--- src/rtl/riscv_pkg.sv ---
// riscv_pkg
// Shared definitions for the RV32I memory stage.
//   WORD_SIZE               data width of the core (32 only)
//   SIZE_BYTE/HALF/WORD     encodings of the data_size control field
//   lsu_state_t             states of the load/store unit sequencer
package riscv_pkg;

  localparam int WORD_SIZE = 32;

  localparam logic [1:0] SIZE_BYTE = 2'b00;
  localparam logic [1:0] SIZE_HALF = 2'b01;
  localparam logic [1:0] SIZE_WORD = 2'b10;

  typedef enum logic [1:0] {
    LSU_IDLE = 2'b00,
    LSU_REQ  = 2'b01,
    LSU_DONE = 2'b10
  } lsu_state_t;

endpackage

--- src/rtl/lsu_align.sv ---
// lsu_align
// Purely combinational data-path helper for the load/store unit.
//   access_size/access_lane/store_data  the access currently offered by EX/MEM
//   store_wdata/store_strb              lane-replicated store data and byte enables
//   misaligned                          access crosses its natural alignment
//   load_size/load_lane/load_sign       fields latched when the load was accepted
//   load_word                           raw word returned by data memory
//   load_data                           extracted and extended load result
module lsu_align
  import riscv_pkg::*;
(
  input  logic [1:0]           access_size,
  input  logic [1:0]           access_lane,
  input  logic [WORD_SIZE-1:0] store_data,
  output logic [WORD_SIZE-1:0] store_wdata,
  output logic [3:0]           store_strb,
  output logic                 misaligned,
  input  logic [1:0]           load_size,
  input  logic [1:0]           load_lane,
  input  logic                 load_sign,
  input  logic [WORD_SIZE-1:0] load_word,
  output logic [WORD_SIZE-1:0] load_data
);

  // Size 11 falls into the word branches, so it behaves exactly like a word.
  // Store data is replicated across every lane so the memory only has to
  // honour the strobes, never shift data.
  always_comb begin
    misaligned  = 1'b0;
    store_wdata = store_data;
    store_strb  = 4'b1111;
    case (access_size)
      SIZE_BYTE: begin
        store_wdata = {4{store_data[7:0]}};
        store_strb  = 4'b0001 << access_lane;
      end
      SIZE_HALF: begin
        misaligned  = access_lane[0];
        store_wdata = {2{store_data[15:0]}};
        store_strb  = access_lane[1] ? 4'b1100 : 4'b0011;
      end
      default: begin
        misaligned = |access_lane;
      end
    endcase
  end

  // Load extraction picks the addressed byte or halfword out of the word and
  // widens it, replicating the top bit only for signed loads.
  logic [7:0]  load_byte;
  logic [15:0] load_half;

  always_comb begin
    load_byte = load_word[{load_lane, 3'b000} +: 8];
    load_half = load_word[{load_lane[1], 4'b0000} +: 16];
    case (load_size)
      SIZE_BYTE: load_data = {{24{load_sign & load_byte[7]}}, load_byte};
      SIZE_HALF: load_data = {{16{load_sign & load_half[15]}}, load_half};
      default:   load_data = load_word;
    endcase
  end

endmodule

--- src/rtl/load_store_unit.sv ---
// load_store_unit
// Memory-stage sequencer between EX/MEM and MEM/WB.
//   clk, rst                         clock and synchronous active-high reset
//   mem_read, mem_write              access request (write wins when both set)
//   data_size, data_sign             access width and load extension mode
//   addr, wdata                      byte address and store data
//   rdata, rdata_valid               extended load result and its update pulse
//   stall                            holds the pipeline while memory is busy
//   misaligned                       access was dropped for bad alignment
//   dmem_*                           word-addressed, byte-strobed memory port
module load_store_unit
  import riscv_pkg::*;
#(
  parameter int WORD_SIZE = riscv_pkg::WORD_SIZE,
  parameter int ADDR_SIZE = 10
) (
  input  logic                 clk,
  input  logic                 rst,
  input  logic                 mem_read,
  input  logic                 mem_write,
  input  logic [1:0]           data_size,
  input  logic                 data_sign,
  input  logic [ADDR_SIZE-1:0] addr,
  input  logic [WORD_SIZE-1:0] wdata,
  output logic [WORD_SIZE-1:0] rdata,
  output logic                 rdata_valid,
  output logic                 stall,
  output logic                 misaligned,
  output logic                 dmem_req,
  output logic                 dmem_we,
  output logic [ADDR_SIZE-3:0] dmem_addr,
  output logic [3:0]           dmem_wstrb,
  output logic [WORD_SIZE-1:0] dmem_wdata,
  input  logic [WORD_SIZE-1:0] dmem_rdata,
  input  logic                 dmem_ready
);

  lsu_state_t state, next_state;

  logic [ADDR_SIZE-3:0] addr_q;
  logic [1:0]           lane_q;
  logic [1:0]           size_q;
  logic                 sign_q;
  logic                 we_q;
  logic [3:0]           wstrb_q;
  logic [WORD_SIZE-1:0] wdata_q;
  logic [WORD_SIZE-1:0] rdata_q;

  logic [WORD_SIZE-1:0] store_wdata;
  logic [3:0]           store_strb;
  logic                 access_misaligned;
  logic [WORD_SIZE-1:0] load_data;
  logic                 start;

  lsu_align u_align (
    .access_size (data_size),
    .access_lane (addr[1:0]),
    .store_data  (wdata),
    .store_wdata (store_wdata),
    .store_strb  (store_strb),
    .misaligned  (access_misaligned),
    .load_size   (size_q),
    .load_lane   (lane_q),
    .load_sign   (sign_q),
    .load_word   (dmem_rdata),
    .load_data   (load_data)
  );

  // Next-state and combinational handshake. A misaligned access is flagged
  // and dropped in the same cycle so the pipeline never stalls for it.
  always_comb begin
    next_state = state;
    stall      = 1'b0;
    misaligned = 1'b0;
    start      = 1'b0;
    case (state)
      LSU_IDLE: begin
        if (mem_read | mem_write) begin
          if (access_misaligned) begin
            misaligned = 1'b1;
          end else begin
            stall      = 1'b1;
            start      = 1'b1;
            next_state = LSU_REQ;
          end
        end
      end
      LSU_REQ: begin
        stall = 1'b1;
        if (dmem_ready) next_state = LSU_DONE;
      end
      LSU_DONE: begin
        next_state = LSU_IDLE;
      end
      default: begin
        next_state = LSU_IDLE;
      end
    endcase
  end

  // State and request registers. The request fields are captured once on
  // acceptance so they stay stable for the whole REQ phase; loads carry an
  // all-zero strobe. rdata only moves when a load is answered.
  always_ff @(posedge clk) begin
    if (rst) begin
      state   <= LSU_IDLE;
      addr_q  <= '0;
      lane_q  <= '0;
      size_q  <= '0;
      sign_q  <= 1'b0;
      we_q    <= 1'b0;
      wstrb_q <= '0;
      wdata_q <= '0;
      rdata_q <= '0;
    end else begin
      state <= next_state;
      if (start) begin
        addr_q  <= addr[ADDR_SIZE-1:2];
        lane_q  <= addr[1:0];
        size_q  <= data_size;
        sign_q  <= data_sign;
        we_q    <= mem_write;
        wstrb_q <= mem_write ? store_strb : 4'b0000;
        wdata_q <= store_wdata;
      end
      if (state == LSU_REQ && dmem_ready && !we_q) begin
        rdata_q <= load_data;
      end
    end
  end

  assign dmem_req    = (state == LSU_REQ);
  assign dmem_we     = (state == LSU_REQ) & we_q;
  assign dmem_addr   = addr_q;
  assign dmem_wstrb  = wstrb_q;
  assign dmem_wdata  = wdata_q;
  assign rdata       = rdata_q;
  assign rdata_valid = (state == LSU_DONE) & ~we_q;

endmodule

--- config.mk ---
export PLATFORM = sky130hd
export DESIGN_NAME = load_store_unit
export DESIGN_NICKNAME = d
export VERILOG_FILES = /design/src/rtl/riscv_pkg.sv /design/src/rtl/lsu_align.sv /design/src/rtl/load_store_unit.sv
export SDC_FILE = /design/constraint.sdc
export NUM_CORES = 1
export LEC_CHECK = 0
export BUFFER_PORTS_ARGS = -buffer_cell sky130_fd_sc_hd__clkbuf_2
export CAP_MARGIN = 5
export CORE_MARGIN = 2
export CORE_UTILIZATION = 50
export CTS_BUF_LIST = sky130_fd_sc_hd__clkbuf_4 sky130_fd_sc_hd__clkbuf_8
export CTS_CLUSTER_SIZE = 30
export DETAILED_ROUTE_END_ITERATION = 8
export PLACE_DENSITY = 0.89
export SLEW_MARGIN = 0
export SYNTH_ARGS = -nofsm -noshare
export SYNTH_HDL_FRONTEND = slang
export SYNTH_SLANG_ARGS = --single-unit
export TNS_END_PERCENT = 5
--- constraint.sdc ---
create_clock -name clk -period 2.7 [get_ports clk]
set_clock_uncertainty 0.2 [all_clocks]
set_input_delay 0 -clock clk [delete_from_list [all_inputs] [get_ports clk]]
set_output_delay 0 -clock clk [all_outputs]
set_load 0.02 [all_outputs]
==> results of run 1 <==
## flip-flops by register name (all words and copies together), names as in the netlist
name and cells:
size_q 2, rdata 32, dmem_wdata 32, state 2
we_q 1, sign_q 1, dmem_wstrb 4, lane_q 2
dmem_addr 8
## synthesized netlist by cell type (2+ instances only)
library cell	count
a31oi_1	7
a21oi_1	53
nand3b_1	8
clkbuf_1	34
mux2i_1	18
dfxtp_1	84
a211oi_1	18
buf_2	8
o211ai_1	2
and2_1	8
nand3_1	9
and3_1	16
o21ai_0	46
nor3_1	4
nand2b_1	3
nand2_1	91
a221o_1	7
nor2_1	29
inv_1	2
o21bai_1	3
a311oi_1	9
or3_1	2
nor2b_1	9
## cell families after synthesis
group	Yosys count	share of synthesized area [%]
AOI/OAI and AO/OA	155	24.90
buffers and inverters	46	4.845
DFF	84	43.41
muxes	18	4.651
and+or+nand+nor	184	22.19
## what timing repair did
item,4_1_cts,5_1_grt
setup buffers,0,0
hold buffers,92,0
endpoints found under the hold margin,84,0
endpoints found under the setup margin,0,10
gates resized for setup,0,3
## per-stage QoR
step	cell area (sq um)	utilization, %	hold slack (ns)	instances
floorplan	3874	-	-0.06403	487
global placement	4712	61.94	0.02353	716
detailed placement	4712	61.94	0.03007	716
CTS	5823	76.55	0.03325	823
global route	5832	76.66	0.1120	823
finish	5832	76.66	0.03744	823
## cell type report
type / count / area, sq um / area share [%]
multi-input cells: 357 / 2012 / 34.50
repair buffers: 263 / 1812 / 31.07
flip-flops and latches: 84 / 1683 / 28.86
clock buffers: 11 / 138.9 / 2.381
well taps: 102 / 127.6 / 2.188
clock inverters: 4 / 51.30 / 0.8796
inverters: 2 / 7.507 / 0.1287
## final timing paths
kind	startpoint	end	slack, ns	cells after the start
max	data_size[1]	dmem_wdata[10]	0.12	8
min	mem_read	lane_q[0]	0.04	4
max reg2reg	size_q[0]	rdata[3]	0.12	5
min reg2reg	dmem_addr[4]	dmem_addr[4]	0.26	2
## per-layer routing
layer	vias up	routed length (um)	global-route usage, %
li1	2187	-	-
met1	2236	5523	39.92
met2	324	7424	62.75
met3	79	1407	8.135
met4	0	637	15.92
met5	-	0	0
## power groups by stage
stage | Sequential, uW | Combinational (uW) | Clock [uW]
6_report | 1370 | 712 | 904
5_1_grt | 1370 | 759 | 953
4_1_cts | 1360 | 674 | 898
3_5_place_dp | 1390 | 566 | 0
3_3_place_gp | 1380 | 556 | 0
2_1_floorplan | 1460 | 282 | 0
## worst register-to-register path, delay by kind of cell (launching register included)
kind | cells | cell delay, ns
AO/OA/AOI/OAI | 2 | 0.42
buffers and inverters | 1 | 0.56
flip-flops | 1 | 0.58
AND/OR/NAND/NOR | 2 | 0.78
==> summary.txt, run 1 <==
Route
  – DR pass1 iterations: 5
  – Routed wire per std cell: 18.22 um
  – Routed WL: 14990 um
  – Initial DRC Count: 340
  – DR vias: approximately 4800
  – Final ANT Viol Nets: 0
  – Vias/cell: between 5 and 6
  – Residual DRC: 0

Timing
  – TNS Setup: 0 ns
  – Final hold vios: 0
  – Worst rel slew slack: approximately 25%
  – Period minus WS final: 2.580 ns
  – Slew at the pin closest to its max-slew limit: 1.119 ns
  – Slew Limit Fails: 0
  – Tcrit/Tclk final: 95.55%
  – Fmax: 387.6 MHz
  – Finish-stage setup viols: 0
  – Worst Setup Slack, final: 0.1202 ns
  – RSZ-0062 raised after global routing: false

Setup path
  – Setup CP Type: primary input to flop
  – CP max FO: 61
  – CP delay by family, top: buffers and inverters
  – Crit path launch type: primary input
  – Required time worst endpoint: 2.80 ns
  – Worst stage delay on the critical path: around 0.6 ns
  – CP cell instances: dlygate4sd3_1, clkbuf_2, o21a_1, a2111oi_4, buf_12, nor2_1, a311oi_1, dlygate4sd3_1
  – Arr. time, crit path: about 2.7 ns
  – Cell mode on critical path: dlygate4sd3_1
  – Slowest cell on crit path: dlygate4sd3_1
  – Critical path endpoint category: flop
  – WP buf/inv: 4

GRT
  – Vias in the first global route: 4696
  – Global-route wire length before repair: 23740 um
  – Remaining Overflow, GRT: 0
  – Initial antenna violation count: 0
  – GRT Util Overall: 35.23%
  – Largest net degree at the start of global routing: 62

Power
  – Sequential Power Share: 45.8%
  – Switching power: 930.9 uW
  – Clock share of power: 30.3%
  – Switching Fraction: between 30% and 40%
  – Pwr/cell area: 511.8 nW/um^2
  – Lkg Pwr: 0.002583 uW
  – Max VDD drop: 0.3985 mV
  – Combinational Power Share: 23.9%
  – Final Power: 2985 uW
  – Internal power: approximately 2100 uW

Floorplanning
  – Die height: 92.02 um
  – Rows: 32
  – Top Ports: around 160
  – Starting Density: 50.92%
  – Die Area: ~8500 sq um
  – Die width: 92.02 um
  – CORE AREA: 7607 sq um

Clocking
  – # H-tree levels: 3
  – CTS Buf Count: 9
  – Bufs on Longest Clock Path: 2
  – CTS tree: built
  – Clock slew seen by the registers of the worst setup and hold paths: 0.09 ns
  – Total clock sinks: 84
  – Clk_lat worst skew: 0.34 ns
  – Clk Tree Root Cell: clkbuf_8

Finish
  – Diode count: 0
  – Most frequent cells in the layout: 162 x clkbuf_2, 92 x dlygate4sd3_1, 91 x nand2_1, 83 x dfxtp_1, 53 x a21oi_1
  – Final net count: 799
  – Share of cells above drive strength 1: 26.63%
  – P&R area growth vs syn: 50.55%
  – # fillers: 509
  – Most common cell after layout, fill and taps aside: clkbuf_2

Hold path
  – Tightest Hold Check Type: primary input to flop

Synthesis
  – Yosys top cell area share: 43.41%
  – Number of synthesized flops with an enable pin: 0
  – Synth area leader: dfxtp_1
  – Most used DFF post-synth: dfxtp_1
  – Seq/Total Area, Yosys: 43.41%
  – Syn nets: 569
  – Syn avg cell area: a little under 8 sq um
  – Number of synthesized register bits: between 80 and 90
  – Cells taking the most area after synthesis: dfxtp_1 43%, nand2_1 8.8%, a21oi_1 6.8%, o21ai_0 5.9%, mux2i_1 4.7%
  – Netlist Area Pre-Place: 3874 sq um
  – Count of different cell masters after synthesis: 40
  – YS warnings: 0
  – Share of flip-flops with an asynchronous set or reset: 0%
  – Cells after Synth: between 400 and 500

Outcome
  – Outcome: completed

Place
  – Post-place setup slack: 0.3827 ns
  – Routability cong.: 0.9127
  – IO Port Bufs: 162
  – Final HPWL DP: 8401 um

Job
  – Max_cap viols: 0
(Power assumes the default switching activity.)
==> inputs of run 2 (changes only) <==
--- a/config.mk
+++ b/config.mk
@@ -12,7 +12,7 @@
 export CTS_BUF_LIST = sky130_fd_sc_hd__clkbuf_4 sky130_fd_sc_hd__clkbuf_8
 export CTS_CLUSTER_SIZE = 30
 export DETAILED_ROUTE_END_ITERATION = 8
-export PLACE_DENSITY = 0.89
+export PLACE_DENSITY = 0.92
 export SLEW_MARGIN = 0
 export SYNTH_ARGS = -nofsm -noshare
 export SYNTH_HDL_FRONTEND = slang
==> run 2 against run 1 <==
  * Highest routed layer unchanged
  * Core utilization barely moved
  * Final cell count is 0.24% higher
  * Maximum frequency fell by 0.14%
  * Critical endpoint is now dmem_wstrb[2]
  * Design area barely moved
==> summary.txt, run 2 (synthesized netlist as in run 1, its figures left out) <==
Timing
  – Fmax: 387.1 MHz
  – Finish-stage setup viols: 0
  – Slew Limit Fails: 0
  – Tcrit/Tclk final: 95.68%
  – Worst rel slew slack: a little over a fifth
  – Final hold vios: 0
  – Period minus WS final: approximately 2.6 ns
  – Worst Setup Slack, final: 0.1167 ns
  – Slew at the pin closest to its max-slew limit: around 1.2 ns
  – RSZ-0062 raised after global routing: true

Clocking
  – Clk Tree Root Cell: clkbuf_8
  – CTS Buf Count: 9
  – Clk_lat worst skew: 0.36 ns
  – CTS tree: built
  – Total clock sinks: 84
  – Clock slew seen by the registers of the worst setup and hold paths: 0.10 ns
  – # H-tree levels: 3
  – Bufs on Longest Clock Path: 2

Setup path
  – Critical path endpoint category: flop
  – Arr. time, crit path: ~2.7 ns
  – Setup CP Type: primary input to flop
  – Crit path launch type: primary input
  – Required time worst endpoint: about 2.8 ns
  – CP max FO: 62

GRT
  – Largest net degree at the start of global routing: 63
  – GRT Util Overall: 37.95%
  – Initial antenna violation count: 0
  – Remaining Overflow, GRT: 0
  – Vias in the first global route: 4922
  – Global-route wire length before repair: between 20000 and 30000 um

Finish
  – Fin util: between 70% and 80%
  – P&R area growth vs syn: 50.52%
  – Cell Count, Final, Fillers Out: 825
  – Share of cells above drive strength 1: 26.83%
  – Post-route cell area: 5831 sq um
  – # fillers: 484
  – Most common cell after layout, fill and taps aside: clkbuf_2
  – Diode count: 0
  – Final net count: 800
  – Most frequent cells in the layout: 162 x clkbuf_2, 91 x nand2_1, 91 x dlygate4sd3_1, 84 x dfxtp_1, 53 x a21oi_1
  – Multi-input logic area: a little over 2000 sq um
  – Register area: 1682 sq um

Route
  – Final ANT Viol Nets: 0
  – Initial DRC Count: 412
  – Routed wire per std cell: 19.68 um
  – DR vias: 5002
  – DR pass1 iterations: 7
  – Routed WL: 16240 um
  – Residual DRC: 0
  – Vias/cell: 6.063

Floorplanning
  – Rows: 32
  – Starting Density: around half
  – Die width: 92.02 um
  – Die height: between 90 and 100 um
  – CORE AREA: 7607 sq um
  – Top Ports: 163
  – Die Area: 8468 sq um

Place
  – Post-Place Cells: 718
  – Placed cell area: 4727 sq um
  – Final HPWL DP: 8830 um
  – Post-place setup slack: roughly 0.35 ns
  – Routability cong.: 0.9413
  – IO Port Bufs: 162

Power
  – Pwr/cell area: 510.0 nW/um^2
  – Max VDD drop: 0.3261 mV
  – Lkg Pwr: between 0.002 and 0.003 uW

Outcome
  – Outcome: completed

Hold path
  – Tightest Hold Check Type: primary input to flop

Job
  – Max_cap viols: 0
==> run 2: worst paths after layout <==
| path | startpoint | endpoint | slack, ns | cells after the start |
|---|---|---|---|---|
| worst min-delay path | rst | size_q[1] | 0.05 | 2 |
| worst min register to register | dmem_wstrb[1] | dmem_wstrb[1] | 0.28 | 2 |
| worst max-delay path | data_size[1] | dmem_wstrb[2] | 0.12 | 8 |
| worst max register to register | state[0] | rdata[0] | 0.13 | 5 |
==> run 2: critical path, cell delays in order <==
cell and delay [ns]:
dlygate4sd3_1 0.54, clkbuf_2 0.23, o21a_1 0.30, a2111oi_4 0.39, buf_12 0.31, nand3_1 0.14
dlygate4sd3_1 0.61, a21oi_1 0.14
==> run 2: stage by stage <==
step | TNS [ns] | hold WS (ns) | power, uW
detailed placement | 0 | 0.02924 | 1961
global placement | 0 | 0.02225 | 1941
finish | 0 | 0.05029 | 2973
global route | -0.02817 | 0.09990 | 3063
floorplan | 0 | -0.06403 | 1743
CTS | 0 | 0.03537 | 2896
==> run 2: layout make-up <==
| cell class | instances | share of cell area, % |
|---|---|---|
| clock inverters | 6 | 0.8155 |
| well taps | 102 | 2.189 |
| multi-input cells | 357 | 34.51 |
| flip-flops and latches | 84 | 28.84 |
| clock buffers | 10 | 2.361 |
| repair buffers | 264 | 31.16 |
| inverters | 2 | 0.1288 |
==> run 2: power by group <==
part	internal [uW]	switching, uW	total, uW
sequential	1310	57.2	1370
clock	366	506	873
combinational	296	434	730
total	1980	997	2970
==> run 2: timing repair <==
action | CTS | global route
hold buffers | 91 | 0
setup endpoints to repair | 0 | 10
gates resized for setup | 0 | 2
hold endpoints to repair | 84 | 0
setup buffers | 0 | 0
==> run 2: metal layers <==
layer  global-route usage (%)  vias to the layer above  routed length, um
met4                    17.29                        0                748
met3                    9.449                       95               1860
met2                    65.50                      436               7723
met5                        0                        -                  0
met1                    44.28                     2283               5903
li1                         -                     2188                  -
